File: src/rtl/mult_pkg.sv
// Shared definitions for the shift-add multiplier: FSM state encoding,
// default operand width and derived product width.
package mult_pkg;

   // FSM state encoding, shared with the multiplier control FSM
   typedef enum logic [1:0] {
      IDLE = 2'd0,
      CALC = 2'd1,
      DONE = 2'd2
   } mult_state_t;

   localparam int unsigned MULT_WIDTH = 32;
   localparam int unsigned PROD_W     = 2 * MULT_WIDTH;

   // Product width for an arbitrary operand width
   function automatic int unsigned prod_width(input int unsigned w);
      return 2 * w;
   endfunction

endpackage

File: src/rtl/mult_result_hold.sv
// Result holding register for the shift-add multiplier.
// Captures the product on the rising edge of done_flag and holds it with a
// valid/ack handshake toward the downstream consumer.
module mult_result_hold
   import mult_pkg::*;
#(
   parameter int unsigned DATA_W = PROD_W
) (
   input  logic              Clock,
   input  logic              Reset,
   input  logic              done_flag,
   input  logic              ack,
   input  logic [DATA_W-1:0] prod_in,
   output logic [DATA_W-1:0] result,
   output logic              result_valid
);

   logic done_q;
   logic capture;

   // Single capture per done_flag assertion, however long it stays high
   always_comb begin
      capture = done_flag & ~done_q;
   end

   // Edge detect, result register and valid/ack handshake; capture beats ack
   always_ff @(posedge Clock or posedge Reset) begin
      if (Reset) begin
         done_q       <= 1'b0;
         result       <= '0;
         result_valid <= 1'b0;
      end else begin
         done_q <= done_flag;
         if (capture) begin
            result       <= prod_in;
            result_valid <= 1'b1;
         end else if (ack) begin
            result_valid <= 1'b0;
         end
      end
   end

endmodule

File: src/rtl/mult_shift_add_datapath.sv
// Datapath for the sequential shift-add multiplier: operand shift registers,
// product accumulator and step counter, driven by the control FSM selects.
// Optional feature: define MULT_EARLY_TERM_EN to enable the b_zero comparator
// used by the FSM to leave CALC early.
module mult_shift_add_datapath
   import mult_pkg::*;
#(
   parameter int unsigned WIDTH = MULT_WIDTH
) (
   input  logic                 Clock,
   input  logic                 Reset,
   input  logic [WIDTH-1:0]     operand_a,
   input  logic [WIDTH-1:0]     operand_b,
   input  logic                 a_sel,
   input  logic                 b_sel,
   input  logic                 prod_sel,
   input  logic                 add_sel,
   input  logic                 done_flag,
   input  logic                 ack,
   output logic                 b_lsb,
   output logic                 step_done,
   output logic                 b_zero,
   output logic [2*WIDTH-1:0]   result,
   output logic                 result_valid
);

   localparam int unsigned           PW      = prod_width(WIDTH);
   localparam int unsigned           CNT_W   = $clog2(WIDTH + 1);
   localparam logic [CNT_W-1:0]      CNT_MAX = CNT_W'(WIDTH);

   logic [PW-1:0]    reg_a;
   logic [WIDTH-1:0] reg_b;
   logic [PW-1:0]    reg_prod;
   logic [CNT_W-1:0] step_cnt;

   // Multiplicand: load zero-extended, then shift left once per step
   always_ff @(posedge Clock or posedge Reset) begin
      if (Reset)      reg_a <= '0;
      else if (!a_sel) reg_a <= PW'(operand_a);
      else            reg_a <= {reg_a[PW-2:0], 1'b0};
   end

   // Multiplier: load, then shift right once per step exposing the next bit
   always_ff @(posedge Clock or posedge Reset) begin
      if (Reset)      reg_b <= '0;
      else if (!b_sel) reg_b <= operand_b;
      else            reg_b <= {1'b0, reg_b[WIDTH-1:1]};
   end

   // Accumulator: adds the pre-shift multiplicand on the same edge as the shift
   always_ff @(posedge Clock or posedge Reset) begin
      if (Reset)                    reg_prod <= '0;
      else if (!prod_sel)           reg_prod <= '0;
      else if (add_sel)             reg_prod <= reg_prod + reg_a;
   end

   // Step counter: cleared on load, saturates at WIDTH
   always_ff @(posedge Clock or posedge Reset) begin
      if (Reset)                        step_cnt <= '0;
      else if (!a_sel)                  step_cnt <= '0;
      else if (step_cnt < CNT_MAX)      step_cnt <= step_cnt + 1'b1;
   end

   // Status back to the FSM
   always_comb begin
      b_lsb     = reg_b[0];
      step_done = (step_cnt == CNT_MAX);
   end

`ifdef MULT_EARLY_TERM_EN
   assign b_zero = (reg_b == '0);
`else
   assign b_zero = 1'b0;
`endif

   mult_result_hold #(
      .DATA_W (PW)
   ) u_result_hold (
      .Clock        (Clock),
      .Reset        (Reset),
      .done_flag    (done_flag),
      .ack          (ack),
      .prod_in      (reg_prod),
      .result       (result),
      .result_valid (result_valid)
   );

endmodule

File: config.mk
export PLATFORM = sky130hd
export DESIGN_NAME = mult_shift_add_datapath
export DESIGN_NICKNAME = d
export VERILOG_FILES = /design/src/rtl/mult_pkg.sv /design/src/rtl/mult_result_hold.sv /design/src/rtl/mult_shift_add_datapath.sv
export SDC_FILE = /design/constraint.sdc
export NUM_CORES = 1
export LEC_CHECK = 0
export ABC_CLOCK_PERIOD_IN_PS = 11150
export CAP_MARGIN = 20
export CORE_MARGIN = 5
export CORE_UTILIZATION = 62
export DETAILED_ROUTE_END_ITERATION = 10
export GPL_ROUTABILITY_DRIVEN = 0
export PLACE_DENSITY = 0.87
export SETUP_SLACK_MARGIN = 0.05
export SKIP_LAST_GASP = 1
export SLEW_MARGIN = 10
export SYNTH_ARGS = -nofsm -noshare
export SYNTH_HDL_FRONTEND = slang
export SYNTH_HIERARCHICAL = 1
export SYNTH_SLANG_ARGS = --single-unit
File: constraint.sdc
create_clock -name Clock -period 11.15 [get_ports Clock]
set_input_delay 2.23 -clock Clock [delete_from_list [all_inputs] [get_ports Clock]]
set_output_delay 2.23 -clock Clock [all_outputs]
set_load 0.005 [all_outputs]
* Yosys cells after proc, flatten, opt, wreduce, memory -nomap -nowiden
Cells that the tools add are included.
** Storage, ports and cells
- Register bits after elaboration :: 232
- Bits in latches :: 0
- Bits in writable memories :: 0
- ROM bits :: 0
- Output and inout bits :: 68
- Logic and storage cells :: 24
- Memories :: 0
** Cells by class
- Add/sub/neg operators :: 2
- Multipliers :: 0
- Divide/modulo/power cells :: 0
- Order comparisons :: 1
- Equality and inequality tests :: 3
- Shift operators :: 0
- Mux-type cells :: 8
- Bitwise logic cells :: 2
- Reduce and logical (&&, ||, !) cells :: 1
** Operator list (count)
- $mux W64 :: 3
- $add A64 B64 Y64 :: 1
- $mux W32 :: 1
- $mux W6 :: 2
- $add A6 B1 Y6 const B :: 1
- $eq A6 B6 Y1 const B :: 1
- $lt A6 B6 Y1 const B :: 1
- $ne A2 B1 Y1 const B :: 2
- $mux W1 :: 2
- $reduce_bool A2 Y1 :: 1
- $and A1 B1 Y1 :: 1
- $not A1 Y1 :: 1

* Depth between registers and ports, before layout
Gate-level depths: netlist (run 1).
- Depth after elaboration :: 3
- Gate-level depth with buffers :: 13

* Hierarchy
The synthesis (run 1) kept the hierarchy.
** Modules (own cells, without submodules)
- mult_shift_add_datapath :: times used 1, cells each 994, area an instance 10139.7 um^2, seq. area each 4154.0 um^2
- mult_result_hold :: times used 1, cells each 141, area an instance 2712.6 um^2, seq. area each 1651.6 um^2

* Worst setup path before layout (run 1)
No wires, ideal clock.
- Path type :: input-to-reg
- Start point :: input port a_sel
- End point :: register reg_a[10]
- Data arrival time :: 3.125 ns
- Data required time :: 11.025 ns
- Path slack :: 7.901 ns
- Cell stages on the path :: 3
- Cell sequence :: clkbuf_1 clkbuf_1 mux2_2
** On the way
- Word-level cells in the longest chain between the ends :: 1
** RTL lines
- start: declaration :: line mult_shift_add_datapath.sv:14 : input logic a_sel,
- $mux W64 :: line mult_shift_add_datapath.sv:39 : else if (!a_sel) reg_a <= PW'(operand_a);
- end signal: assignment :: line mult_shift_add_datapath.sv:39
- end signal: assignment :: line mult_shift_add_datapath.sv:40 : else reg_a <= {reg_a[PW-2:0], 1'b0};
- end: declaration :: line mult_shift_add_datapath.sv:31 : logic [PW-1:0] reg_a;
No other way between the ends.
A chain may end at the register's enable or synchronous reset.

* Final worst setup path (run 1)
- Start point :: register step_cnt[0]
- End point :: output port step_done
** On the way
- Word-level cells in the longest chain between the ends :: 1
** RTL lines
- start: declaration :: line mult_shift_add_datapath.sv:34 : logic [CNT_W-1:0] step_cnt;
- start signal: assignment :: line mult_shift_add_datapath.sv:61 : else if (step_cnt < CNT_MAX) step_cnt <= step_cnt + 1'b1;
- $eq A6 B6 Y1 :: line mult_shift_add_datapath.sv:67 : step_done = (step_cnt == CNT_MAX);
- end: declaration :: line mult_shift_add_datapath.sv:21 : output logic step_done,
No other way between the ends.

==> results.json, run 1 <==
{
  "outcome": "finished clean",
  "via_per_inst": 5.99,
  "synth.net_count": 1273,
  "core_um2": 20300,
  "cts.repair.resized": 0,
  "synth_edf_count": 0,
  "dp_hpwl_um": 19700,
  "slew_violations": 0,
  "clock-skew-final_ns": 0.0207,
  "drt_iter0_markers": 489,
  "cts_tree": "built",
  "fmax_mhz": 238,
  "drv_cap": 0,
  "row_count": 52,
  "synthArstFlopShare_pct": 100,
  "combinationalPowerShare_pct": 24.6,
  "switching_share_pct": 28.5,
  "synth_top_area_share_pct": 45.2,
  "ff2ff_path_depth": 13,
  "ys_seq_area_share_pct": 45.2,
  "first_global_vias": 9569,
  "ys_ff_latch": 232,
  "clk_path_buf_depth": 3,
  "instances_no_fill": 1538,
  "syn_inst": 1135,
  "drt_pass1_iterations": 6,
  "clkPwrFrac_pct": 35.0,
  "power_density_nw_per_um2": 163,
  "post-cts-setup-buffers": 0,
  "rsz0062_at_grt": "no",
  "drive_gt1_share_pct": 15.6,
  "whs_path_depth": 1,
  "grt_pass1_wl_um": 47400,
  "leakagePower_nw": 7.14,
  "intPower_mw": 1.76,
  "cts-root-buf": "clkbuf_16",
  "tns_ns": 0,
  "port_buffers": 138,
  "area_delta_synth_final_pct": 16.9,
  "post-route-period-util_pct": 37.7,
  "route.detailed.drc": 0,
  "syn_area_um2": 12900,
  "yosys.cell_types.count": 78,
  "initial_core_util_pct": 63.3,
  "grt_max_degree": 102,
  "finalSetupViolCount": 0,
  "chipHeight_um": 154,
  "ir_worst_vdd_v": 0.000140,
  "clock_sinks": 232,
  "clkLatencyLatePin_ns": 0.53,
  "htree_levels": 1,
  "vias": 9215,
  "crit_required_ns": 8.92,
  "cp-end-kind": "output port",
  "worst_slew_margin_rel_pct": 39.0,
  "numCtsBuffers": 25,
  "wl_um": 28500,
  "p_sw_mw": 0.699,
  "grt_use_total_pct": 23.7,
  "power_frac_seq_pct": 40.4,
  "synth_area_leaders": "dfrtp_1 (45%), mux2_2 (6.7%), ha_1 (6.3%)",
  "fin_nets": 1388,
  "grt_overflow": 0,
  "start_kind": "flop",
  "yosysWarnings": 6,
  "die_area_um2": 23700,
  "finalHoldViolations": 0,
  "cts_hold_buf": 0,
  "path_max_fanout": 4,
  "synth_top_cell_by_area": "dfrtp_1",
  "die_w_um": 154,
  "grt_antenna_before_repair": 0,
  "dp_cells": 1492,
  "hold_path_class": "flop to flop",
  "ios": 140,
  "avgSynthCellArea_um2": 11.3,
  "worst_slew_pin_slew_ns": 0.916,
  "layout_min_cycle_time_ns": 4.21,
  "num_antenna_cells": 0,
  "wl_per_cell_um": 18.5,
  "worstSetupPathType": "flop to output port",
  "cp.arrival_ns": 1.98,
  "clk_pin_slew_ns": 0.07,
  "antenna_left": 0,
  "synthFlopType": "dfrtp_1"
}
flip-flops by register name (all words and copies together) (netlist names):
signal                      count
u_result_hold/result           64
u_result_hold/result_valid      1
reg_b                          32
u_result_hold/done_q            1
step_cnt                        6
reg_a                          64
reg_prod                       64
power by group through the flow:
stage	clock network (mW)	logic, mW	registers [mW]
CTS	0.873	0.599	0.991
detailed placement	0	0.591	1.00
global route	0.910	0.659	1.00
global placement	0	0.574	1.00
floorplan	0	0.432	0.987
finish	0.860	0.603	0.991
per-layer routing:
layer  share of wire (%)  wire length [um]  global-route usage [%]  up-vias
met2                  50             14200                    41.7      345
met4                 2.8               798                    6.85        0
met1                  42             11900                    30.7     4497
met5                   0                 0                       0        -
met3                 5.6              1600                    3.12       85
li1                    -                 -                       -     4288
critical path: stages, from the launching register on:
cell and delay [ns]:
dfrtp_1 0.42, inv_1 0.07, ha_1 0.14, nand2_1 0.05, nor4_1 0.20, clkdlybuf4s50_1 0.56
cells in the mapped netlist (7+ instances only):
| master | n |
|---|---|
| dfrtp_1 | 232 |
| nand2_1 | 79 |
| mux2_2 | 77 |
| a21oi_1 | 67 |
| ha_1 | 65 |
| mux2_4 | 49 |
| o21ai_0 | 49 |
| nor2b_1 | 47 |
| and2_1 | 40 |
| mux2i_1 | 39 |
| a21o_1 | 37 |
| nor2_1 | 33 |
| xnor2_1 | 33 |
| xor2_1 | 28 |
| clkbuf_1 | 24 |
| inv_1 | 22 |
| nand4_1 | 16 |
| a31oi_1 | 13 |
| nand3_1 | 13 |
| and3_1 | 12 |
| nor3_1 | 10 |
| o21bai_1 | 9 |
| buf_4 | 8 |
| clkbuf_8 | 7 |
| o21ai_1 | 7 |
final cells by class:
cell class / instances / area, um2
fill: 1408 / 5270
sequential: 232 / 5810
multi-input combinational: 822 / 6490
clock inverter: 11 / 169
inverter: 22 / 87.6
tap: 270 / 338
clock buffer: 34 / 689
timing repair buffer: 147 / 1450
placed cells by master (no fill, tap or decap), types with 4 or more instances in the layout:
master           instances
dfrtp_1                232
clkdlybuf4s50_1        136
nand2_1                 79
mux2_2                  77
a21oi_1                 67
ha_1                    65
o21ai_0                 49
mux2_4                  49
nor2b_1                 47
and2_1                  40
mux2i_1                 39
a21o_1                  37
nor2_1                  33
xnor2_1                 33
xor2_1                  28
clkbuf_16               25
inv_1                   20
nand4_1                 16
nand3_1                 13
a31oi_1                 13
and3_1                  12
nor3_1                  10
o21bai_1                 9
buf_4                    8
o21ai_1                  7
a211oi_1                 6
o31ai_1                  6
nor4_1                   6
nand2b_1                 6
clkbuf_1                 6
o21a_1                   5
o211ai_1                 5
o211a_1                  5
a21boi_0                 5
a21o_2                   4
a41oi_1                  4
bufinv_16                4
per-stage QoR:
step | power (mW) | util [%] | hold slack (ns) | setup slack (ns) | instance area [um2]
after floorplan | 1.42 | - | 0.454 | 4.43 | 12900
after global placement | 1.58 | 69.7 | 0.456 | 6.85 | 14200
after detailed placement | 1.59 | 69.7 | 0.463 | 6.79 | 14200
after CTS | 2.46 | 73.9 | 0.476 | 6.92 | 15000
after global routing | 2.57 | 74.0 | 0.489 | 6.85 | 15000
final | 2.46 | 74.0 | 0.475 | 6.94 | 15000
worst paths after layout:
check | to | start | slack, ns
worst max-delay path | step_done | step_cnt[0] | 6.94
worst min-delay path | reg_b[20] | reg_b[21] | 0.48
worst max register to register | reg_prod[60] | reg_prod[0] | 7.40
worst min register to register | reg_b[20] | reg_b[21] | 0.48
max in group asynchronous | reg_a[24] | Reset | 7.41
min in group asynchronous | reg_b[6] | Reset | 2.33
cells by family after synthesis:
family          count (synthesis)  share of synthesized area (%)
compound gates                247                           12.6
simple gates                  282                           11.7
xor+xnor                       61                           4.16
other cells                     1                         0.0292
buf+inv                        81                           4.33
mux                           165                           15.5
fa+ha+maj                      66                           6.48
flops                         232                           45.2
No activity file was read; power rests on OpenSTA's default activity.
==> run 2: changes to the inputs <==
--- a/config.mk
+++ b/config.mk
@@ -5,13 +5,13 @@
 export SDC_FILE = /design/constraint.sdc
 export NUM_CORES = 1
 export LEC_CHECK = 0
-export ABC_CLOCK_PERIOD_IN_PS = 11150
+export ABC_CLOCK_PERIOD_IN_PS = 3700
 export CAP_MARGIN = 20
 export CORE_MARGIN = 5
-export CORE_UTILIZATION = 62
+export CORE_UTILIZATION = 52
 export DETAILED_ROUTE_END_ITERATION = 10
 export GPL_ROUTABILITY_DRIVEN = 0
-export PLACE_DENSITY = 0.87
+export PLACE_DENSITY = 0.77
 export SETUP_SLACK_MARGIN = 0.05
 export SKIP_LAST_GASP = 1
 export SLEW_MARGIN = 10
==> constraint.sdc (replaced) <==
create_clock -name Clock -period 3.7 [get_ports Clock]
set_input_delay 0.74 -clock Clock [delete_from_list [all_inputs] [get_ports Clock]]
set_output_delay 0.74 -clock Clock [all_outputs]
set_load 0.005 [all_outputs]
==> run 2 against run 1 <==
  * Critical path depth is 8 higher
  * Power grew to 2.9 times the previous value
  * Sequential share of layout area is 0.20 points lower
  * Combinational power grew to 3.0 times the previous value
  * Routed wire length is 0.31% higher
  * Sequential cell count stayed put
  * Die area is 18% higher
  * Critical path type is now flop to flop
  * Largest power group unchanged
==> results.json, run 2 (same netlist as run 1, synthesis figures left out) <==
{
  "multi_input_comb_area_um2": 6490,
  "die_w_um": 167,
  "fmax_mhz": 292,
  "finalSetupViolCount": 0,
  "start_kind": "flop",
  "grt_antenna_before_repair": 0,
  "initial_core_util_pct": 52.8,
  "worst_slew_margin_rel_pct": 36.5,
  "reg_top3": "reg_a (64), reg_prod (64), u_result_hold/result (64)",
  "chipHeight_um": 167,
  "antenna_left": 0,
  "cts_tree": "built",
  "ir_worst_vdd_v": 0.000364,
  "row_count": 57,
  "cpMaxStageDelayCell": "fa_1",
  "cts-root-buf": "clkbuf_16",
  "num_antenna_cells": 0,
  "critPathBufInv": 1,
  "power_density_nw_per_um2": 478,
  "path_max_fanout": 5,
  "drt_iter0_markers": 630,
  "whs_endpoint": "reg_b[2]",
  "final.setup.worst_slack_ns": 0.279,
  "most-common-layout-cells": "dfrtp_1 (232), clkdlybuf4s50_1 (136), nand2_1 (79)",
  "core_um2": 24300,
  "r2r_slack_ns": 0.28,
  "preCtsSetupSlack_ns": 0.335,
  "drive_gt1_share_pct": 16.0,
  "post-route-period-util_pct": 92.5,
  "dp_hpwl_um": 20500,
  "clk_pin_slew_ns": 0.06,
  "clock_sinks": 232,
  "worst_slew_pin_slew_ns": 0.952,
  "r2r_start": "reg_prod[0]",
  "wl_per_cell_um": 17.9,
  "crit_required_ns": 4.11,
  "cts_hold_buf": 0,
  "fin_nets": 1391,
  "seqCellArea_um2": 5810,
  "outcome": "finished clean",
  "cp-end-kind": "flop",
  "final_area_um2": 15100,
  "die_area_um2": 28000,
  "n_fill_cell": 1938,
  "grt_max_degree": 100,
  "htree_levels": 1,
  "worstSetupPathType": "flop to flop",
  "finalHoldViolations": 0,
  "slew_violations": 0,
  "grt_pass1_wl_um": 47600,
  "cp.arrival_ns": 3.83,
  "rsz0062_at_grt": "no",
  "timing.hold.ws_ns": 0.474,
  "wl_um": 28600,
  "post-cts-setup-buffers": 0,
  "p_total_mw": 7.22,
  "area_delta_synth_final_pct": 17.5,
  "clkLatencyLatePin_ns": 0.53,
  "drv_cap": 0,
  "ff2ff_path_depth": 13,
  "cts.repair.resized": 0,
  "grt_use_total_pct": 20.1,
  "route.detailed.drc": 0,
  "tns_ns": 0,
  "clk_path_buf_depth": 3,
  "min-delay-start": "reg_b[3]",
  "whs_path_depth": 1,
  "via_per_inst": 5.70,
  "clock-skew-final_ns": 0.0191,
  "first_global_vias": 9307,
  "drt_pass1_iterations": 5,
  "rr_endpoint": "reg_prod[56]",
  "layout_min_cycle_time_ns": 3.42,
  "hold_path_class": "flop to flop",
  "ios": 140,
  "leakagePower_nw": 7.15,
  "cpLargestDelayFamily": "compound AO/OA/AOI/OAI gates",
  "critPathMaxStageDelay_ns": 0.40,
  "vias": 9085,
  "placed_area_um2": 14300,
  "port_buffers": 138,
  "final_common_cell": "dfrtp_1",
  "grt_overflow": 0,
  "cp_cell_sequence": "ha_1 -> inv_1 -> fa_1 -> nor2b_1 -> o31ai_1 -> a32oi_1 -> a21oi_1 -> a211oi_2 -> o21ai_1 -> a21oi_1 -> o2111ai_1 -> and3_1 -> o31ai_1",
  "numCtsBuffers": 25
}
[run 2: worst max path at each step]
stage / cells after the start / from / slack [ns] / end
final: 13 / reg_prod[0] / 0.28 / reg_prod[56]
after global routing: 13 / reg_prod[0] / 0.14 / reg_prod[56]
after CTS: 13 / reg_prod[0] / 0.28 / reg_prod[56]
after detailed placement: 13 / reg_prod[0] / 0.34 / reg_prod[56]
after global placement: 13 / reg_prod[0] / 0.44 / reg_prod[56]
after floorplan: 1 / Reset / 0.85 / reg_a[0]
[run 2: stage by stage]
| step | util, % | std cells |
|---|---|---|
| after detailed placement | 58.8 | 1550 |
| after CTS | 62.1 | 1594 |
| after global routing | 62.1 | 1594 |
| after floorplan | - | 1135 |
| final | 62.1 | 1594 |
| after global placement | 58.8 | 1550 |
[run 2: cell type report]
cell class / instances / share of cell area, %
Timing Repair Buffer: 150 / 10.1
Multi-Input combinational cell: 822 / 43.0
Clock inverter: 10 / 0.538
Clock buffer: 34 / 4.70
Inverter: 22 / 0.571
Sequential cell: 232 / 38.4
Tap cell: 324 / 2.68
[run 2: routing by layer]
layer  up-vias  track usage, %  part of all wire [%]
met5         -               0                     0
met1      4421            27.0                    44
met2       291            34.1                    48
met4         0            5.50                   2.7
met3        65            3.42                   5.4
li1       4308               -                     -
[run 2: worst register-to-register path: stages (launching register included)]
cell	delay [ns]
dfrtp_1	0.37
ha_1	0.19
inv_1	0.06
fa_1	0.40
nor2b_1	0.18
o31ai_1	0.12
a32oi_1	0.34
a21oi_1	0.26
a211oi_2	0.34
o21ai_1	0.15
a21oi_1	0.30
o2111ai_1	0.17
and3_1	0.21
o31ai_1	0.22
[run 2: report_power, final]
group          internal, mW  leakage [nW]  total, mW  switching (mW)
clock                  1.41         0.395       2.41            1.00
combinational         0.919          3.71       1.82           0.901
sequential             2.80          3.04       2.99           0.191
